`config.mk`:
```
export PLATFORM = sky130hd
export DESIGN_NAME = serial_word_deserializer_flat
export DESIGN_NICKNAME = d
export VERILOG_FILES = /design/src/rtl/serial_word_deserializer_if.sv /design/src/rtl/serial_word_deserializer.sv /design/src/flat_wrapper.sv
export SDC_FILE = /design/constraint.sdc
export NUM_CORES = 1
export LEC_CHECK = 0
export BUFFER_PORTS_ARGS = -buffer_cell sky130_fd_sc_hd__buf_2
export CAP_MARGIN = 20
export CORE_AREA = 2 2 51 53
export CTS_CLUSTER_SIZE = 12
export DETAILED_ROUTE_END_ITERATION = 12
export DIE_AREA = 0 0 53 55
export GPL_TIMING_DRIVEN = 0
export PLACE_DENSITY = 0.59
export SKIP_CTS_REPAIR_TIMING = 1
export SLEW_MARGIN = 20
export SYNTH_ARGS = -nofsm -noshare
export SYNTH_HDL_FRONTEND = slang
export SYNTH_SLANG_ARGS = --single-unit
```
`constraint.sdc`:
```
create_clock -name clock -period 2 [get_ports clock]
set_clock_uncertainty 0.1 [all_clocks]
set_input_delay 0.3 -clock clock [delete_from_list [all_inputs] [get_ports clock]]
set_output_delay 0.3 -clock clock [all_outputs]
set_load 0.02 [all_outputs]
```
`src/rtl/serial_word_deserializer_if.sv`:
```
// Serial input / parallel word output bundle for serial_word_deserializer.
// The master side drives serial bits and word acceptance; the slave side returns words and status.
interface serial_word_deserializer_if #(
  parameter int WIDTH = 4,
  parameter int CW    = $clog2(WIDTH + 1)
);
  logic             SerialIn;
  logic             SerialValid;
  logic             DIR;
  logic             WordReady;
  logic [WIDTH-1:0] WordOut;
  logic             WordValid;
  logic [CW-1:0]    BitCount;
  logic             Overrun;

  modport master (
    output SerialIn, SerialValid, DIR, WordReady,
    input  WordOut, WordValid, BitCount, Overrun
  );

  modport slave (
    input  SerialIn, SerialValid, DIR, WordReady,
    output WordOut, WordValid, BitCount, Overrun
  );
endinterface

```
`src/rtl/serial_word_deserializer.sv`:
```
// Reassembles WIDTH-bit words from a one-bit-per-cycle serial stream in either bit order,
// presenting each word on a registered valid/ready output with a sticky overrun flag.
module serial_word_deserializer #(
  parameter int WIDTH = 4,
  parameter int CW    = $clog2(WIDTH + 1)
) (
  input  logic                         clock,
  input  logic                         reset,
  serial_word_deserializer_if.slave    bus
);

  typedef enum logic {EMPTY, FULL} outState_t;

  outState_t        outState;
  logic [WIDTH-1:0] shiftReg;
  logic [CW-1:0]    bitCount;
  logic             dirQ;
  logic [WIDTH-1:0] wordReg;
  logic             overrunReg;

  logic             effDir;
  logic [WIDTH-1:0] shiftNext;
  logic             complete;

  // The first bit of a word uses the live DIR; later bits follow the direction latched then.
  always_comb begin
    effDir    = (bitCount == '0) ? bus.DIR : dirQ;
    shiftNext = effDir ? {shiftReg[WIDTH-2:0], bus.SerialIn}
                       : {bus.SerialIn, shiftReg[WIDTH-1:1]};
    complete  = bus.SerialValid && (bitCount == CW'(WIDTH - 1));
  end

  always_ff @(posedge clock or posedge reset) begin
    if (reset) begin
      shiftReg <= '0;
      bitCount <= '0;
      dirQ     <= 1'b0;
    end else if (bus.SerialValid) begin
      shiftReg <= shiftNext;
      if (bitCount == '0)
        dirQ <= bus.DIR;
      bitCount <= complete ? '0 : bitCount + CW'(1);
    end
  end

  // A completed word is taken if the holding slot is empty or being drained on this edge.
  always_ff @(posedge clock or posedge reset) begin
    if (reset) begin
      outState   <= EMPTY;
      wordReg    <= '0;
      overrunReg <= 1'b0;
    end else begin
      case (outState)
        EMPTY: begin
          if (complete) begin
            wordReg  <= shiftNext;
            outState <= FULL;
          end
        end
        FULL: begin
          if (complete) begin
            if (bus.WordReady)
              wordReg <= shiftNext;
            else
              overrunReg <= 1'b1;
          end else if (bus.WordReady) begin
            outState <= EMPTY;
          end
        end
        default: outState <= EMPTY;
      endcase
    end
  end

  assign bus.WordOut   = wordReg;
  assign bus.WordValid = (outState == FULL);
  assign bus.BitCount  = bitCount;
  assign bus.Overrun   = overrunReg;

endmodule

```
`src/flat_wrapper.sv`:
```
// flat-port wrapper written by rule: the top's interface ports become plain ports
module serial_word_deserializer_flat 
#(
  parameter int WIDTH = 4,
  parameter int CW    = $clog2(WIDTH + 1)
)
  (clock, reset, bus_SerialIn, bus_SerialValid, bus_DIR, bus_WordReady, bus_WordOut, bus_WordValid, bus_BitCount, bus_Overrun);
  serial_word_deserializer_if #(.WIDTH(WIDTH), .CW(CW)) bus_i ();
  input  logic clock;
  input  logic reset;
  input wire logic [$bits(bus_i.SerialIn)-1:0] bus_SerialIn;
  input wire logic [$bits(bus_i.SerialValid)-1:0] bus_SerialValid;
  input wire logic [$bits(bus_i.DIR)-1:0] bus_DIR;
  input wire logic [$bits(bus_i.WordReady)-1:0] bus_WordReady;
  output wire logic [$bits(bus_i.WordOut)-1:0] bus_WordOut;
  output wire logic [$bits(bus_i.WordValid)-1:0] bus_WordValid;
  output wire logic [$bits(bus_i.BitCount)-1:0] bus_BitCount;
  output wire logic [$bits(bus_i.Overrun)-1:0] bus_Overrun;
  assign bus_i.SerialIn = bus_SerialIn;
  assign bus_i.SerialValid = bus_SerialValid;
  assign bus_i.DIR = bus_DIR;
  assign bus_i.WordReady = bus_WordReady;
  assign bus_WordOut = bus_i.WordOut;
  assign bus_WordValid = bus_i.WordValid;
  assign bus_BitCount = bus_i.BitCount;
  assign bus_Overrun = bus_i.Overrun;
  serial_word_deserializer #(.WIDTH(WIDTH), .CW(CW)) u_core (.clock(clock), .reset(reset), .bus(bus_i));
endmodule
```
Word level (Yosys, flattened, before mapping) --
Cells that the tools add are included.
Cells by class: add/subtract/negate cells 1, reductions and logical operators 4, bitwise gates (word level) 2, muxes and demuxes 11, equality and inequality tests 4
Operator list (number):
- $mux 4 | 4
- $pmux 4 s2 | 1
- $reduce_and 3->1 | 2
- $mux 1 | 4
- $ne 2x2->1 const B | 2
- $add 3x1->3 const B | 1
- $eq 3x2->1 const B | 1
- $logic_not 3->1 | 1
- $mux 3 | 1
- $ne 2x1->1 const B | 1
- $not 1->1 | 2
- $pmux 1 s2 | 1
- $logic_and 1x1->1 | 1
Word-level totals: flip-flop bits (word level) 14, word-level logic and storage cells 28, input bits 6

Logic depth before layout (Yosys ltp) --
depth in word-level cells 6, mapped depth 5, gate-level depth less buffers 5

Worst setup path after synthesis --
No wires, ideal clock.
kind register -> register, start register u_core.bitCount[0] (netlist: u_core.bus.BitCount[0]), end register u_core.wordReg[0] (netlist: u_core.bus.WordOut[0]), data required time 1.767 ns, clock period less this slack 1.477 ns, setup slack 0.523 ns, arrival time 1.244 ns, stages on the path, launching flop included 6, library setup time 0.133 ns, cells stage by stage dfrtp_1 inv_1 ha_1 nor2b_2 a31oi_1 a31oi_1
On the way: word-level cells in the longest chain between the ends 6, elaborated cells on any way between the ends 12, classes of those cells eq/ne (3); mux (6); reduce/logical (3)
Ends and longest elaborated chain:
- from (decl) | line serial_word_deserializer.sv:16 | logic [CW-1:0] bitCount;
- from (signal assigned) | line serial_word_deserializer.sv:42 | bitCount <= complete ? '0 : bitCount + CW'(1);
- $logic_not 3->1 | line serial_word_deserializer.sv:27 | effDir = (bitCount == '0) ? bus.DIR : dirQ;
- $mux 1
- $mux 4 | line serial_word_deserializer.sv:28 | shiftNext = effDir ? {shiftReg[WIDTH-2:0], bus.SerialIn}
- $mux 4 | line serial_word_deserializer.sv:62 | if (bus.WordReady)
- $mux 4 | line serial_word_deserializer.sv:61 | if (complete) begin
- $pmux 4 s2 | line serial_word_deserializer.sv:53 | case (outState)
- to (signal assigned) | line serial_word_deserializer.sv:56 | wordReg <= shiftNext;
- to (signal assigned) | line serial_word_deserializer.sv:63 | wordReg <= shiftNext;
- to (decl) | line serial_word_deserializer.sv:18 | logic [WIDTH-1:0] wordReg;
Parallel ways exist; a longest one is shown, timed or not. The select of a mux whose other input is x is not followed. A chain may end at the register's enable or synchronous reset.

Worst setup path in the final report --
start register u_core.bitCount[0] (netlist: u_core.bus.BitCount[0]), end register u_core.shiftReg[0]
On the way: word-level cells in the longest chain between the ends 3
Ends and longest elaborated chain:
- $logic_not 3->1 | line serial_word_deserializer.sv:27
- $mux 1
- $mux 4 | line serial_word_deserializer.sv:28
- to (signal assigned) | line serial_word_deserializer.sv:39 | shiftReg <= shiftNext;
- to (decl) | line serial_word_deserializer.sv:15 | logic [WIDTH-1:0] shiftReg;
No other way between the ends.

==> run summary <==
Num CTS Buffers: 3
worst-margin pin slew: 528 ps
Leakage Power: 0.430 nW
effective utilization at floorplan: 32.1%
CP dominant cell by count: a31oi_1
Yosys reg bits: 14
Syn-to-layout area delta: 20.3%
P per Cell Area: 1470 nW/µm²
largest net degree at the start of global routing: 15
critical path class: register to register
fin. max-slew vios: 0
asr flop ratio synth: 100%
clock latency on the worst-skew pair: 280 ps
Pre-Repair DR Iteration Count: 3
fmax: 0.667 GHz
Die W: 53 µm
CTS tree: done
Avg Inst Size Synth: 10.4 µm²
WP data required: 2060 ps
wire per inst: 12.0 µm
clk sink count: 14
# diodes: 0
Cell Chain, Critical Path: inv_1 -> ha_1 -> nor2b_2 -> a31oi_1 -> a31oi_1
H-tree levels: 1
Final Net Count: 101
critical path arrival: 1560 ps
Cells after Synth: 73
RSZ-0062 raised after global routing: no
CP startpoint kind: register
layout cell share with drive strength beyond 1: 28.3%
core area: 2360 µm²
maximum VDD drop: 748 µV
crit path capture type: register
synthesized area: 758 µm²
most numerous cell in the Yosys netlist: dfrtp_1
DRC viols: 0
Critical Path Slowest Stage Cell: dfrtp_1
sequential fraction of the synthesis area: 46.2%
CP max stage delay: 410 ps
Cell variety after synth: 23
crit-path max FO: 7
DPL Wire Length: 1170 µm
DR vias/cell: 4.98
num rows: 18
# Max-Cap Violations: 0
Final Power: 0.00134 W
Hold WC Path Type: primary input to register
global-route wire length before repair: 2430 µm
Synth Warn #: 0
Reg clk slew, reported paths: 80 ps
I/O pins: 15
initial DRC count: 7
main flop type after synthesis: dfrtp_1
Die H: 55 µm
met1 WL: 685 µm
WL final: 1470 µm
DRT antenna net count: 0
setup TNS: 0 ps
Slew HR: 64.8%
GRT overflow: 0
Final Hold Fails: 0
fin crit period: 1500 ps
Die ar.: 2920 µm²
post-synth top area share: 46.2%
Top Metal Used: met4
ranking of synthesized cells by area: dfrtp_1, a31oi_1, and4bb_1, and2b_1, and2_1
fillcell total: 245
status: completed
Routability Congestion: 0.819
IO Port Bufs: 14
initial antenna violation count: 0
all-layer global routing usage: 11.9%
Final period util: 75.0%
routed via count: 607
CTS root buffer: clkbuf_4
Yosys top cell by area: dfrtp_1
Setup violations, final: 0
routed length on met3: 78 µm
clk buf depth: 2
Synth top cells by count: dfrtp_1, a31oi_1, nor2_1
met2 routed WL: 695 µm
Synthesized Nets: 81
Post-synth EDFFs: 0
vias in the first global route: 524
## state kept, by name (all words and copies together), names as in the netlist
register              cells
u_core.dirQ               1
u_core.bus.BitCount       3
u_core.shiftReg           4
u_core.bus.WordValid      1
u_core.bus.Overrun        1
u_core.bus.WordOut        4
## stage by stage
step	cells	worst slack (ps)	util (%)	hold slack (ps)	instance area (µm²)
finish	122	501	38.6	238	912
global route	122	364	38.6	229	912
CTS	121	480	38.1	-45.2	902
detailed placement	117	492	36.6	268	866
global placement	117	514	36.6	266	866
floorplan	73	523	-	89.2	758
## cell families after synthesis
logic type | share of synthesized area [%]
DFF | 46.2
AOI/OAI and AO/OA | 18.0
adders and majority gates | 3.30
buffers and inverters | 3.63
and+or+nand+nor | 25.9
muxes | 2.97
## report_power, final
group	switching (W)	total (W)	internal [W]	leakage, nW
registers	0.000110	0.000521	0.000411	0.167
logic	0.000343	0.000619	0.000277	0.242
clock network	0.0000921	0.000203	0.000111	0.0210
## area by class of cell
type / count / area (µm²) / area share [%]
flip-flops and latches: 14 / 350 / 38.4
plain buffers: 2 / 16.3 / 1.78
inverters: 3 / 11.3 / 1.23
clock buffers: 4 / 36.3 / 3.98
repair buffers: 15 / 80.1 / 8.78
multi-input cells: 54 / 380 / 41.7
well taps: 30 / 37.5 / 4.12
## final timing paths
kind                                        start                endpoint  slack, ps  depth (start not counted)
setup / recovery           u_core.bus.BitCount[0]      u_core.shiftReg[0]        500                          5
hold / removal                    bus_SerialValid      u_core.shiftReg[2]        240                          3
setup reg to reg           u_core.bus.BitCount[0]      u_core.shiftReg[0]        500                          5
hold reg to reg                u_core.bus.Overrun      u_core.bus.Overrun        380                          1
max in group asynchronous                   reset  u_core.bus.BitCount[2]        960                          3
min in group asynchronous                   reset      u_core.shiftReg[0]        490                          3
## worst max-delay path: cells and delay by family (launching register included)
kind	cells	cell delay, ps
AND/OR/NAND/NOR	1	190
adder cells (fa/ha/maj)	1	250
buffers and inverters	1	60
AO/OA/AOI/OAI	2	360
flip-flops	1	410
## cell usage in the layout (no fill, tap or decap), types with 2 or more instances in the layout
master | Yosys | routed
a21oi_1 | 4 | 4
a31oi_1 | 12 | 12
and2_1 | 4 | 4
and2b_1 | 4 | 4
and4bb_1 | 4 | 4
buf_2 | 1 | 15
clkbuf_4 | 0 | 3
dfrtp_1 | 14 | 14
ha_1 | 2 | 2
inv_1 | 3 | 3
mux2_2 | 2 | 2
nand2_1 | 2 | 2
nand2b_1 | 2 | 2
nand3b_1 | 2 | 2
nor2_1 | 5 | 5
o21ai_0 | 4 | 4
## per-layer routing
layer | vias up | track usage [%]
li1 | 305 | -
met3 | 3 | 5.65
met2 | 12 | 18.3
met4 | 0 | 3.85
met1 | 287 | 14.7
met5 | - | 0
Power figures use the tool's default switching activity.
